==> src/rtl/fc_mac_sequencer.sv <==
// Fully-connected MAC sequencer: dot product of snapshotted activations with one
// ROM weight row plus bias per output neuron, rescaled, saturated, optional ReLU.
module fc_mac_sequencer #(
  parameter int unsigned NUM_IN   = 2,
  parameter int unsigned NUM_OUT  = 2,
  parameter int unsigned DATA_W   = 16,
  parameter int unsigned FRAC     = 8,
  parameter int unsigned ACC_W    = 40,
  parameter int unsigned W_ADDR_W = 16,
  parameter int unsigned OUT_BASE = 0,
  parameter int unsigned RELU     = 1
) (
  input  logic                     clk,
  input  logic                     reset,
  input  logic                     start,
  input  logic [NUM_IN*DATA_W-1:0] in_values,
  output logic [W_ADDR_W-1:0]      w_addr,
  output logic                     w_re,
  input  logic [DATA_W-1:0]        w_data,
  output logic                     load_en,
  output logic [15:0]              load_address,
  output logic [DATA_W-1:0]        load_value,
  output logic                     busy,
  output logic                     done
);

  localparam int unsigned IW = $clog2(NUM_IN + 1);
  localparam int unsigned OW = (NUM_OUT > 1) ? $clog2(NUM_OUT) : 1;
  localparam int unsigned PW = 2 * DATA_W;

  localparam logic signed [ACC_W-1:0] SAT_MAX = {{(ACC_W-DATA_W+1){1'b0}}, {(DATA_W-1){1'b1}}};
  localparam logic signed [ACC_W-1:0] SAT_MIN = {{(ACC_W-DATA_W+1){1'b1}}, {(DATA_W-1){1'b0}}};

  typedef enum logic [2:0] {ST_IDLE, ST_RD, ST_MAC, ST_WR, ST_DONE} state_t;

  state_t                    state_q;
  logic [DATA_W-1:0]         snap_q [NUM_IN];
  logic [IW-1:0]             i_q;
  logic [OW-1:0]             o_q;
  logic signed [ACC_W-1:0]   acc_q;
  logic [W_ADDR_W-1:0]       w_addr_q;
  logic                      w_re_q;
  logic                      load_en_q;
  logic [15:0]               load_address_q;
  logic [DATA_W-1:0]         load_value_q;
  logic                      busy_q;
  logic                      done_q;

  logic [DATA_W-1:0]         act;
  logic signed [PW-1:0]      prod;
  logic signed [ACC_W-1:0]   bias_ext;
  logic signed [ACC_W-1:0]   acc_d;
  logic signed [ACC_W-1:0]   shifted;
  logic [DATA_W-1:0]         res;
  logic                      last_term;

  always_comb begin
    act = '0;
    for (int unsigned k = 0; k < NUM_IN; k++) begin
      if (i_q == IW'(k)) act = snap_q[k];
    end
    prod      = PW'($signed(act)) * PW'($signed(w_data));
    bias_ext  = ACC_W'($signed(w_data)) <<< FRAC;
    last_term = (i_q == IW'(NUM_IN));
    acc_d     = acc_q + (last_term ? bias_ext : ACC_W'(prod));
    shifted   = acc_d >>> FRAC;
    if (shifted > SAT_MAX)      res = {1'b0, {(DATA_W-1){1'b1}}};
    else if (shifted < SAT_MIN) res = {1'b1, {(DATA_W-1){1'b0}}};
    else                        res = shifted[DATA_W-1:0];
    if (RELU != 0 && res[DATA_W-1]) res = '0;
  end

  // The ROM is row-major with the bias closing each row, so the read address is a
  // simple running counter instead of o*(NUM_IN+1)+i.
  always_ff @(posedge clk) begin
    if (reset) begin
      state_q        <= ST_IDLE;
      for (int unsigned k = 0; k < NUM_IN; k++) snap_q[k] <= '0;
      i_q            <= '0;
      o_q            <= '0;
      acc_q          <= '0;
      w_addr_q       <= '0;
      w_re_q         <= 1'b0;
      load_en_q      <= 1'b0;
      load_address_q <= '0;
      load_value_q   <= '0;
      busy_q         <= 1'b0;
      done_q         <= 1'b0;
    end else begin
      w_re_q    <= 1'b0;
      load_en_q <= 1'b0;
      done_q    <= 1'b0;
      case (state_q)
        ST_IDLE: begin
          if (start) begin
            for (int unsigned k = 0; k < NUM_IN; k++)
              snap_q[k] <= in_values[k*DATA_W +: DATA_W];
            i_q      <= '0;
            o_q      <= '0;
            acc_q    <= '0;
            w_addr_q <= '0;
            w_re_q   <= 1'b1;
            busy_q   <= 1'b1;
            state_q  <= ST_RD;
          end
        end
        ST_RD: state_q <= ST_MAC;
        ST_MAC: begin
          acc_q <= acc_d;
          if (!last_term) begin
            i_q      <= i_q + IW'(1);
            w_addr_q <= w_addr_q + W_ADDR_W'(1);
            w_re_q   <= 1'b1;
            state_q  <= ST_RD;
          end else begin
            load_en_q      <= 1'b1;
            load_address_q <= 16'(OUT_BASE) + 16'(o_q);
            load_value_q   <= res;
            state_q        <= ST_WR;
          end
        end
        ST_WR: begin
          if (o_q == OW'(NUM_OUT - 1)) begin
            done_q  <= 1'b1;
            busy_q  <= 1'b0;
            state_q <= ST_DONE;
          end else begin
            o_q      <= o_q + OW'(1);
            i_q      <= '0;
            acc_q    <= '0;
            w_addr_q <= w_addr_q + W_ADDR_W'(1);
            w_re_q   <= 1'b1;
            state_q  <= ST_RD;
          end
        end
        ST_DONE: state_q <= ST_IDLE;
        default: state_q <= ST_IDLE;
      endcase
    end
  end

  assign w_addr       = w_addr_q;
  assign w_re         = w_re_q;
  assign load_en      = load_en_q;
  assign load_address = load_address_q;
  assign load_value   = load_value_q;
  assign busy         = busy_q;
  assign done         = done_q;

endmodule
==> config.mk <==
export PLATFORM = sky130hd
export DESIGN_NAME = fc_mac_sequencer
export DESIGN_NICKNAME = d
export VERILOG_FILES = /design/src/rtl/fc_mac_sequencer.sv
export SDC_FILE = /design/constraint.sdc
export NUM_CORES = 1
export LEC_CHECK = 0
export CORE_MARGIN = 2
export CORE_UTILIZATION = 35
export DETAILED_ROUTE_END_ITERATION = 7
export PLACE_DENSITY = 0.57
export SYNTH_ARGS = -nofsm -noshare
export SYNTH_HDL_FRONTEND = slang
export SYNTH_SLANG_ARGS = --single-unit
==> constraint.sdc <==
create_clock -name clk -period 21.2 [get_ports clk]
set_clock_uncertainty 0.05 [all_clocks]
set_input_delay 3.18 -clock clk [delete_from_list [all_inputs] [get_ports clk]]
set_output_delay 3.18 -clock clk [all_outputs]
set_load 0.005 [all_outputs]
==> results.md <==
STA:
- The hold violation count in the final report was 0.
- The final-report max-slew violation count is 0.
- Setup violations remaining at the end of the flow were counted as 0.
- The transition time at the pin with the least slew margin is 1.25 ns.
- The maximum achievable frequency is 0.0745 GHz.
- The worst-case hold slack is 0.410 ns.
- Summed over all failing endpoints, the final setup total negative slack is 0 ns.
- Setup repair after global routing left no endpoint under its margin.
- Measured against its own limit, the worst slew margin works out to 16.8%.
- Counting I/O delays and the setup requirement, the final critical path takes 13.42 ns.
- In the finished design, the share of the clock period the worst path needs comes to 63.3%.

Critical path:
- The number of buffers and inverters on the critical path is 3.
- The highest-delay cell along the critical path is clkdlybuf4s50_1.
- The worst setup path is launched from an input port.
- The endpoint type of the worst setup path is a register.
- In this design, the stage delay of the slowest critical-path cell is 0.80 ns.
- The kind of critical path is in2reg.
- The family with the most delay on the worst path is adder cells.
- The first element of the critical path is w_data[6].
- The required time reported for the critical path endpoint is 21.42 ns.
- The dominant cell type by count on the critical path is fa_1.
- In this run the worst path has a maximum fanout of 17.
- The reg-to-reg startpoint is i_q[0].
- Data arrives at the worst endpoint at between 10 and 15 ns.

CTS:
- The clock insertion delay at the later pin of the skew report is 0.44 ns.
- In this run, post-CTS hold repair placed 0 buffers.
- The number of buffers created by CTS is 17.
- In this run the number of H-tree levels came out at 4.
- The longest clock path from root to sink contains 2 buffers.
- The number of buffers inserted by post-CTS setup repair is 0.
- The master cell of the clock root buffer is clkbuf_16.
- The clock-pin transition on the worst setup and hold timing paths is about 0.060 ns.
- The number of sinks handled by clock tree synthesis is between 100 and 150.
- The number of gates given a new drive strength after cts is 0.
- TritonCTS built the clock tree.

Cells and area:
- The count of antenna diodes in the layout is 0.
- Leaving out fill and tap cells, the most frequent cell in the layout is inv_1.
- The final layout contains between 2,000 and 2,500 nets.
- Of the cells placed in the final design, the portion with a size suffix greater than 1 is 4.04%.
- The area added between synthesis and finish is 11.7%.
- The library cells used most frequently in the layout, excluding fill and tap cells, are 325 x inv_1, 263 x fa_1, 250 x nand2_1.

Detailed routing:
- The count of nets left with antenna violations once routing finished came out at 0.
- Summing over every cut layer, the via total after detailed routing is 13,400.
- The number of vias per cell is 5.08.
- In the routed design, unresolved DRC markers number 0.
- Before antenna repair, the detailed router went through 5 iterations.
- In the final routed layout, each cell accounts on average for roughly 17 um.
- After detailed routing, the total wire length is 44,200 um.
- The starting DRC count in detailed routing is 678.

Placement:
- The port buffer count is 86.
- Detailed placement ended at an HPWL of ~35,000 um.
- The routability congestion estimate is 0.840.

Die:
- The die height is about 220 um.
- The standard-cell row count is 80.
- The I/O pin total is just over 100.
- The starting utilization of the core area is between 30% and 40%.
- The area of the die is 50,600 um^2.
- The horizontal extent of the die is roughly 220 um.
- The area of the placeable core is 47,900 um^2.

Yosys:
- The number of enable flip-flop cells after synthesis is 32.
- The synthesized netlist occupies a cell area of 17,100 um^2.
- Counting flops with an async set or reset pin after synthesis yields a share of 0%.
- The count of distinct cell types in the synthesized netlist is between 70 and 80.
- Synthesis handed over a netlist of 1,978 instances.
- After synthesis the netlist holds a flip-flop and latch count of between 100 and 150.
- The post-synthesis area per instance is 8.64 um^2.
- The count of synthesis-stage warnings from yosys is 0.
- The most used flip-flop cell after synthesis is dfxtp_1.
- Sequential elements use 15.2% of the synthesized area.

Flow run:
- Max-cap violations in this run came to 0.

GRT:
- The global-route wire length before repair is 73,300 um.
- The global-route congestion overflow total is 0.
- The number of antenna violations at the first check in global routing is 2.
- Entering global routing, the biggest net connects 59 pins.
- The via count of the first global-routing pass is 14,000.
- The global-route usage over all layers is 18.4%.

Outcome:
- The flow ran to the end, and the final reports show no timing, DRC or antenna violations.

Worst hold path:
- The class of the most critical hold timing path is reg2reg.
- The launch instance of the worst min-delay path is load_value[3].
metrics by stage:
| step | area, um^2 | cells | worst slack, ns | utilization [%] |
|---|---|---|---|---|
| after floorplan | 17100 | 1993 | 9.06 | - |
| after global placement | 18500 | 2615 | 7.61 | 38.6 |
| after detailed placement | 18500 | 2615 | 7.41 | 38.6 |
| after CTS | 19100 | 2647 | 7.88 | 39.8 |
| after global routing | 19100 | 2647 | 7.07 | 39.8 |
| final | 19100 | 2647 | 7.78 | 39.8 |
registers in the layout, indices dropped and copies added (netlist names):
register,count
w_addr,16
load_address,1
w_re,1
load_en,1
done,1
o_q,1
i_q,2
state_q,3
load_value,15
busy,1
acc_q,40
snap_q,32
kinds of logic after synthesis:
group,Yosys count,share of synthesized area (%)
other,1,0.0219
and+or+nand+nor,652,18.6
muxes,6,0.351
AOI/OAI and AO/OA,325,12.4
xor gates and xnor gates,69,3.54
buffers and inverters,422,9.73
adders and majority gates,389,40.0
DFF,114,15.2
worst reg2reg max path, delay by kind of cell, from the launching register on:
kind,cells,cell delay [ns]
simple gates,7,2.30
flops,1,0.34
fa+ha+maj,9,4.01
compound gates,13,3.99
xor+xnor,1,0.15
mux,1,0.22
buf+inv,6,0.41
cell type report:
type	instances	area, um^2
clock buffer	17	425
sequential	114	2600
tap	615	769
fill	4804	28900
timing repair buffer	104	991
clock inverter	15	148
multi-input combinational	1457	12900
inverter	325	1220
cells in the mapped netlist (3+ instances only):
library cell | instances | area share [%]
or2_2 | 9 | 0.33
edfxtp_1 | 32 | 5.6
dfxtp_1 | 82 | 9.6
a211o_1 | 3 | 0.15
nor3_1 | 25 | 0.73
o31a_1 | 3 | 0.15
and3_1 | 11 | 0.40
nand4_1 | 6 | 0.22
and2_1 | 145 | 5.3
xnor2_1 | 42 | 2.2
o21ai_0 | 77 | 2.3
or4_1 | 4 | 0.18
a22oi_1 | 34 | 1.5
o211a_1 | 4 | 0.23
buf_1 | 5 | 0.11
clkbuf_1 | 71 | 1.6
nand3b_1 | 4 | 0.18
nand2_1 | 250 | 5.5
a31oi_1 | 10 | 0.37
nand3_1 | 22 | 0.64
a22o_1 | 4 | 0.20
nor3b_1 | 5 | 0.22
inv_1 | 325 | 7.1
a21oi_1 | 79 | 2.3
o31ai_1 | 7 | 0.31
a32oi_1 | 15 | 0.77
ha_1 | 126 | 9.2
nor4_1 | 6 | 0.22
or3_1 | 6 | 0.22
nor2b_1 | 23 | 0.84
fa_1 | 263 | 31
a21o_1 | 24 | 1.1
o211ai_1 | 3 | 0.13
o21a_1 | 11 | 0.48
o21bai_1 | 10 | 0.44
mux2i_1 | 6 | 0.35
nor2_1 | 109 | 2.4
and4_1 | 3 | 0.15
a211oi_1 | 14 | 0.62
buf_4 | 16 | 0.70
o21ai_1 | 5 | 0.15
xor2_1 | 27 | 1.4
nand2b_1 | 16 | 0.59
a311oi_1 | 3 | 0.15
path summary, 6_finish.rpt:
check / slack (ns) / to / depth (start not counted)
setup / recovery: 7.78 / load_value[8] / 31
hold / removal: 0.41 / load_value[3] / 2
setup reg to reg: 9.55 / load_value[8] / 37
hold reg to reg: 0.41 / load_value[3] / 2
metal layers:
layer / track usage (%) / vias up / part of all wire [%]
met1: 24.5 / 6654 / 45
met4: 5.40 / 2 / 2.3
li1: - / 6392 / -
met3: 3.52 / 65 / 5.7
met2: 30.5 / 322 / 47
met5: 0 / - / 0.018
Power is left out: the tool's default activity adds up to more than one toggle a clock period on the data nets, which glitch-free logic cannot reach.
